### src/rtl/instr_fetch_pkg.sv
// Shared constants and state encoding for the instruction-fetch stage.
// The instruction field positions are shared with the decoder.
package instr_fetch_pkg;

    localparam int INSTR_W = 32;
    localparam int OP_HI   = 31;
    localparam int OP_LO   = 26;
    localparam int FUNC_HI = 5;
    localparam int FUNC_LO = 0;
    localparam int IMM_W   = 16;

    typedef enum logic {
        S_REQ   = 1'b0,
        S_ISSUE = 1'b1
    } fetch_state_t;

endpackage

### src/rtl/instr_fetch_if.sv
// Instruction-memory request/acknowledge bus between the fetch stage and imem.
interface instr_fetch_if #(
    parameter int ADDR_W = 32
);
    import instr_fetch_pkg::*;

    logic               req;
    logic [ADDR_W-1:0]  addr;
    logic               ack;
    logic [INSTR_W-1:0] rdata;

    modport master (output req, output addr, input ack, input rdata);
    modport slave  (input req, input addr, output ack, output rdata);

endinterface

### src/rtl/instr_fetch_pc_next.sv
// Sequential-PC and branch-target computation, shared with the datapath branch unit.
// All arithmetic wraps modulo 2^ADDR_W.
module pc_next
    import instr_fetch_pkg::*;
#(
    parameter int ADDR_W = 32
) (
    input  logic [ADDR_W-1:0] pc,
    input  logic              branch_taken,
    input  logic [IMM_W-1:0]  branch_offset,
    output logic [ADDR_W-1:0] pc_plus4,
    output logic [ADDR_W-1:0] next_pc
);

    logic [ADDR_W-1:0] branch_disp;

    // Word offset: sign-extend imm16 and scale by 4.
    assign branch_disp = {{(ADDR_W-IMM_W-2){branch_offset[IMM_W-1]}}, branch_offset, 2'b00};
    assign pc_plus4    = pc + ADDR_W'(4);
    assign next_pc     = branch_taken ? (pc_plus4 + branch_disp) : pc_plus4;

endmodule

### src/rtl/instr_fetch.sv
// Fetch stage of the multi-cycle MIPS core: holds the PC, fetches words over the
// imem req/ack bus and presents them in the instruction register.
module instr_fetch
    import instr_fetch_pkg::*;
#(
    parameter int                ADDR_W   = 32,
    parameter logic [ADDR_W-1:0] RESET_PC = '0
) (
    input  logic               clk,
    input  logic               rst,
    instr_fetch_if.master      imem,
    input  logic               stall,
    input  logic               branch_taken,
    input  logic [IMM_W-1:0]   branch_offset,
    output logic [INSTR_W-1:0] instr,
    output logic [5:0]         op,
    output logic [5:0]         func,
    output logic               instr_valid,
    output logic [ADDR_W-1:0]  pc,
    output logic [ADDR_W-1:0]  pc_plus4
);

    fetch_state_t      state;
    logic [ADDR_W-1:0] fetch_pc;
    logic [ADDR_W-1:0] next_pc;
    logic              req;

    pc_next #(.ADDR_W(ADDR_W)) u_pc_next (
        .pc            (pc),
        .branch_taken  (branch_taken),
        .branch_offset (branch_offset),
        .pc_plus4      (pc_plus4),
        .next_pc       (next_pc)
    );

    // req is low for the first cycle after reset, so an ack arriving then is
    // ignored; it is raised on that first edge and held until acknowledged.
    always_ff @(posedge clk or posedge rst) begin
        if (rst) begin
            state       <= S_REQ;
            fetch_pc    <= RESET_PC;
            instr       <= '0;
            pc          <= '0;
            instr_valid <= 1'b0;
            req         <= 1'b0;
        end else begin
            case (state)
                S_REQ: begin
                    if (req && imem.ack) begin
                        instr       <= imem.rdata;
                        pc          <= fetch_pc;
                        instr_valid <= 1'b1;
                        req         <= 1'b0;
                        state       <= S_ISSUE;
                    end else begin
                        req <= 1'b1;
                    end
                end
                S_ISSUE: begin
                    if (!stall) begin
                        fetch_pc    <= next_pc;
                        instr_valid <= 1'b0;
                        req         <= 1'b1;
                        state       <= S_REQ;
                    end
                end
                default: state <= S_REQ;
            endcase
        end
    end

    assign imem.req  = req;
    assign imem.addr = fetch_pc;
    assign op        = instr[OP_HI:OP_LO];
    assign func      = instr[FUNC_HI:FUNC_LO];

endmodule

### src/flat_wrapper.sv
// flat-port wrapper written by rule: the top's interface ports become plain ports
module instr_fetch_flat import instr_fetch_pkg::*;
#(
    parameter int                ADDR_W   = 32,
    parameter logic [ADDR_W-1:0] RESET_PC = '0
)
  (clk, rst, stall, branch_taken, branch_offset, instr, op, func, instr_valid, pc, pc_plus4, imem_req, imem_addr, imem_ack, imem_rdata);
  instr_fetch_if #(.ADDR_W(ADDR_W)) imem_i ();
  input  logic clk;
  input  logic rst;
  input  logic stall;
  input  logic branch_taken;
  input  logic [IMM_W-1:0] branch_offset;
  output logic [INSTR_W-1:0] instr;
  output logic [5:0] op;
  output logic [5:0] func;
  output logic instr_valid;
  output logic [ADDR_W-1:0] pc;
  output logic [ADDR_W-1:0] pc_plus4;
  output wire logic [$bits(imem_i.req)-1:0] imem_req;
  output wire logic [$bits(imem_i.addr)-1:0] imem_addr;
  input wire logic [$bits(imem_i.ack)-1:0] imem_ack;
  input wire logic [$bits(imem_i.rdata)-1:0] imem_rdata;
  assign imem_req = imem_i.req;
  assign imem_addr = imem_i.addr;
  assign imem_i.ack = imem_ack;
  assign imem_i.rdata = imem_rdata;
  instr_fetch #(.ADDR_W(ADDR_W), .RESET_PC(RESET_PC)) u_core (.clk(clk), .rst(rst), .imem(imem_i), .stall(stall), .branch_taken(branch_taken), .branch_offset(branch_offset), .instr(instr), .op(op), .func(func), .instr_valid(instr_valid), .pc(pc), .pc_plus4(pc_plus4));
endmodule
### config.mk
export PLATFORM = sky130hd
export DESIGN_NAME = instr_fetch_flat
export DESIGN_NICKNAME = d
export VERILOG_FILES = /design/src/rtl/instr_fetch_pkg.sv /design/src/rtl/instr_fetch_if.sv /design/src/rtl/instr_fetch_pc_next.sv /design/src/rtl/instr_fetch.sv /design/src/flat_wrapper.sv
export SDC_FILE = /design/constraint.sdc
export NUM_CORES = 1
export LEC_CHECK = 0
export CAP_MARGIN = 10
export CORE_MARGIN = 2
export CORE_UTILIZATION = 48
export DETAILED_ROUTE_END_ITERATION = 8
export GPL_ROUTABILITY_DRIVEN = 0
export PLACE_DENSITY = 0.91
export SYNTH_ARGS = -nofsm -noshare
export SYNTH_HDL_FRONTEND = slang
export SYNTH_SLANG_ARGS = --single-unit
### constraint.sdc
create_clock -name clk -period 4.7 [get_ports clk]
set_clock_uncertainty 0.15 [all_clocks]
set_input_delay 1.175 -clock clk [delete_from_list [all_inputs] [get_ports clk]]
set_output_delay 1.175 -clock clk [all_outputs]
set_load 0.01 [all_outputs]
======== Yosys cells after proc, flatten, opt, wreduce, memory -nomap -nowiden ========
Index checks and enable logic that the tools add are counted.
storage, ports and cells
  register bits ........................... 99
  latch bits .............................. 0
  memory bits (writable) .................. 0
  bits in read-only memories .............. 0
  input port bits ......................... 53
  logic and storage cells ................. 26
  memories ................................ 0
cells by class
  $add $sub $neg .......................... 2
  multiply operators ...................... 0
  divide/modulo/power cells ............... 0
  magnitude comparators ................... 0
  equality and inequality tests ........... 2
  shift-type cells ........................ 0
  multiplexer cells ....................... 10
  bitwise logic cells ..................... 2
  reduce and logical (&&, ||, !) cells .... 4
operator list
  cell                                           number
  adder 32 x 3 -> 32 bit, second input constant  1
  adder 32 bit                                   1
  two-way mux 32 bit                             1
  two-way mux 1 bit                              6
  one-hot mux 1 bit (2 select lines)             3
  AND reduction 2 bit                            3
  != test 2 x 1 -> 1 bit, second input constant  1
  != test 2 bit, second input constant           1
  NOT 1 bit                                      2
  logical AND 1 bit                              1

======== Depth between registers and ports, before layout ========
  word-level depth ........................ 3
  gate-level depth with buffers ........... 16
  mapped depth without buffers ............ 16

======== Modules after synthesis ========
From an unflattened synthesis, not the netlist that was laid out.
unflattened totals
  cells, all modules ...................... 568
  area total of the unflattened synthesis .. 6304.8 um2
by module, submodules not included
  module       instances  cells each  area each (um2)  seq. area each (um2)
  instr_fetch  1          227         3955.0           2477.4
  pc_next      1          341         2349.8           0.0

======== Worst setup path before layout ========
No wires, ideal clock.
  path kind ............................... register to register
  from .................................... reg u_core.pc[6]
  to ...................................... reg u_core.fetch_pc[30], in the netlist u_core.imem.addr[30]
  library setup time ...................... 0.127 ns
  arrival ................................. 3.492 ns
  slack ................................... 0.931 ns
  stages on the path, launching flop included .. 16
  path through ............................ dfrtp_1 nand3_1 or2_2 nor2_1 nand4_1 xnor2_1 ha_1 a21o_1 a21o_1 a21oi_1 o21ai_0 a221oi_1 o31ai_2 a221oi_1 nor4_1 nand3b_1
on the way
  cells in the longest elaborated chain, start to end .. 3
RTL lines
  what                      line                       source
  start: declaration        instr_fetch.sv:19          output logic [ADDR_W-1:0] pc,
  start signal: assignment  instr_fetch.sv:51          pc <= fetch_pc;
  adder 32 x 3 -> 32 bit    instr_fetch_pc_next.sv:19  assign pc_plus4 = pc + ADDR_W'(4);
  named net pc_plus4[19]    flat_wrapper.sv:19         output logic [ADDR_W-1:0] pc_plus4;
  adder 32 bit              instr_fetch_pc_next.sv:20  assign next_pc = branch_taken ? (pc_plus4 + branch_disp) : pc_plus4;
  two-way mux 32 bit        instr_fetch_pc_next.sv:20
  end signal: assignment    instr_fetch.sv:61          fetch_pc <= next_pc;
  end: declaration          instr_fetch.sv:24          logic [ADDR_W-1:0] fetch_pc;
The timed path passes the listed nets, and every way through them passes these cells.
A chain may end at the register's enable or synchronous reset.

======== Worst setup path after layout ========
  from .................................... reg u_core.pc[7]
  to ...................................... out pc_plus4[29]
on the way
  cells in the longest elaborated chain, start to end .. 1
RTL lines
  what                    line
  adder 32 x 3 -> 32 bit  instr_fetch_pc_next.sv:19
  end: declaration        flat_wrapper.sv:19
No other way between the ends.

==> flow_summary.ini <==
[synth]
synth_xor_area_frac = 0.0711
ys_types = 64
syn_nets = 709
ys_seq_area_frac = 0.398
synthAdderAreaFrac = 0.0755
synthSimpleGateAreaFrac = 0.142
synth_ff_type = dfrtp_1
yosys_warnings = 0
synth_top_family_by_area = compound AO/OA/AOI/OAI gates
synth_edf_count = 0
syn_inst = 619
synthMuxAreaShare = 0.120
async_flop_share = 1.00
synth_seq_cells = 99
synth.avg_cell_area_um2 = 10.1
syn_area_um2 = 6230
synth-compound-area-share = 0.150

[status]
status = complete, no violations

[power]
ir_worst_vdd_mv = 0.416
p_switching_mw = 2.39
powerDensity_nw_per_um2 = 690
total_leakage_power_nw = 3.70
swShare = 0.406
power_frac_comb = 0.599
clkPwrFrac = 0.125
internal-power_mw = 3.51
seq_power_share = 0.275

[place]
placed_area_um2 = 8260
port_buffers = 194
dpl.hpwl_um = 13100

[final_layout]
layout_commonest_cell = clkdlybuf4s50_1
syn_to_final_growth_pct = 37.3
n_antenna_cell = 0
layout_common_cells = 194 x clkdlybuf4s50_1, 99 x dfrtp_1, 64 x mux2_2, 64 x nand2_1, 42 x a21oi_1
final_nets = 884
drive_gt1_frac = 0.141
postLayoutCellArea_um2 = 8560

[setup_path]
cp-end-kind = output port
critPathLaunchType = flip-flop
crit_family = simple AND/OR/NAND/NOR gates
cpPeakStageDelay_ns = 0.63
critPathBufInv = 1
arrival_ns = 3.10
r2r_slack_ns = 0.45
cp.required_ns = 3.38
cp_slowest_cell = clkdlybuf4s50_1
cp_cell_sequence = nand3_1, or2_2, nor4_4, and2b_1, nand2_1, xnor2_1, clkdlybuf4s50_1
crit_fanout = 5
crit_type = flip-flop to output port

[clock_network]
clkTransAtPathRegs_ns = 0.07
cts_sinks = 99
htree_levels = 3
clk_latency_ns = 0.36
cts_tree = done
holdBufCountCts = 0
postCtsResizedCells = 0
post_cts_buffers = 0
clockBufferDepth = 2
cts_buffers = 9
cts_root_buf = clkbuf_16

[floorplan]
rows = 41
ios = 195
dieArea_um2 = 13900
die_h_um = 118
initial_core_util = 0.492
die_w_um = 118
core_area_um2 = 12700

[timing]
tightestPinTransition_ns = 0.812
rsz0062_at_grt = false
hold_violations = 0
fin_setup_tns_ns = 0
max_freq_mhz = 226
slew_viol_final = 0
finalSetupViolations = 0
fin_crit_sh = 0.941
period_needed_ns = 4.42
slew_headroom = 0.456

[global_routing]
grt_max_degree = 64
grt_antenna_before_repair = 0
grt_pass1_wl_um = 28000
grt_usage = 0.250
overflow = 0
grt_pass1_vias = 5398

[drt]
viasPerCell = 5.62
drc = 0
num_vias = 5453
drt-total-wl_um = 17300
wl_per_cell_um = 17.9
first_pass_iters = 5
drt_iter0_markers = 334
ant_nets = 0

[min_path]
hold_path.class = flip-flop to flip-flop

[run]
drv_cap = 0
==> sequential cells by signal (all words and copies together), names as in the netlist <==
signal / count
u_core.state: 1
u_core.instr_valid: 1
u_core.instr: 32
u_core.imem.req: 1
u_core.pc: 32
u_core.imem.addr: 32
==> Yosys cell counts, drive strengths merged, types with 3 or more instances <==
master	n	area share
and3	4	0.0040
a221oi	3	0.0052
mux2	64	0.12
xor2	19	0.027
o21ai	32	0.027
a211oi	4	0.0048
clkbuf	16	0.0096
or2	3	0.0030
a31oi	8	0.0090
mux2i	3	0.0048
dfrtp	99	0.40
buf	22	0.023
nand3b	4	0.0048
and2	3	0.0034
nor4	7	0.014
a22oi	7	0.0084
nor2	32	0.019
and4	3	0.0042
o211ai	7	0.0092
inv	18	0.011
nor2b	4	0.0040
nand2	64	0.039
o31ai	3	0.0044
nand4	11	0.011
o21bai	4	0.0048
o21a	3	0.0036
xnor2	29	0.044
a21o	15	0.018
nand3	23	0.020
a21oi	42	0.034
ha	36	0.072
==> through the flow <==
| stage | hold WS (ns) | worst slack [ns] | instances | util | power [mW] |
|---|---|---|---|---|---|
| global placement | 0.310 | 0.267 | 955 | 0.652 | 5.06 |
| detailed placement | 0.314 | 0.206 | 955 | 0.652 | 5.16 |
| finish | 0.325 | 0.278 | 971 | 0.675 | 5.90 |
| CTS | 0.331 | 0.327 | 971 | 0.675 | 5.92 |
| global route | 0.368 | 0.157 | 971 | 0.675 | 6.28 |
| floorplan | 0.330 | 0.785 | 619 | - | 3.58 |
==> power by group through the flow <==
stage | combinational [mW] | clock [mW] | sequential, mW
floorplan | 1.85 | 0 | 1.73
detailed placement | 3.52 | 0 | 1.64
global placement | 3.45 | 0 | 1.61
finish | 3.54 | 0.740 | 1.63
CTS | 3.54 | 0.757 | 1.62
global route | 3.81 | 0.789 | 1.68
==> kinds of logic (layout without fill, tap and decap cells) <==
family | Yosys count | count (layout)
compound gates | 142 | 142
xor+xnor | 48 | 48
buf+inv | 56 | 236
fa+ha+maj | 37 | 37
flops | 99 | 99
simple gates | 170 | 170
mux | 67 | 67
==> path summary, 6_finish.rpt <==
kind,cells after the start,endpoint,from
worst max-delay path,7,pc_plus4[29],u_core.pc[7]$_DFFE_PP0P_
worst min-delay path,2,u_core.instr_valid$_DFFE_PP0P_,u_core.instr_valid$_DFFE_PP0P_
worst max register to register,15,u_core.imem.addr[30]$_DFFE_PP0P_,u_core.pc[7]$_DFFE_PP0P_
worst min register to register,2,u_core.instr_valid$_DFFE_PP0P_,u_core.instr_valid$_DFFE_PP0P_
max in group asynchronous,3,u_core.pc[3]$_DFFE_PP0P_,rst
min in group asynchronous,2,u_core.pc[29]$_DFFE_PP0P_,rst
==> worst register-to-register path, cell delays in order, from the launching register on <==
cell and delay, ns:
dfrtp_1 0.46, nand3_1 0.27, or2_2 0.43, nor2_1 0.25, nand4_1 0.15, xnor2_1 0.34, ha_1 0.34, a21o_1 0.17
a21o_1 0.17, a21oi_1 0.14, o21ai_0 0.15, a221oi_1 0.34, o31ai_2 0.14, a221oi_1 0.37, nor4_1 0.09, nand3b_1 0.17
==> cell type report <==
cell class / instances / area (um2)
tap: 172 / 215
multi-input combinational: 464 / 3490
clock buffer: 10 / 239
clock inverter: 6 / 53.8
timing repair buffer: 202 / 2010
fill: 977 / 4110
sequential: 99 / 2480
inverter: 18 / 70.1
==> routing by layer <==
layer / vias up / share of wire / GRT usage
li1: 2584 / - / -
met1: 2598 / 0.42 / 0.316
met2: 244 / 0.48 / 0.417
met3: 27 / 0.074 / 0.0572
met4: 0 / 0.025 / 0.0979
met5: - / 0 / 0
Power figures use the tool's default switching activity.
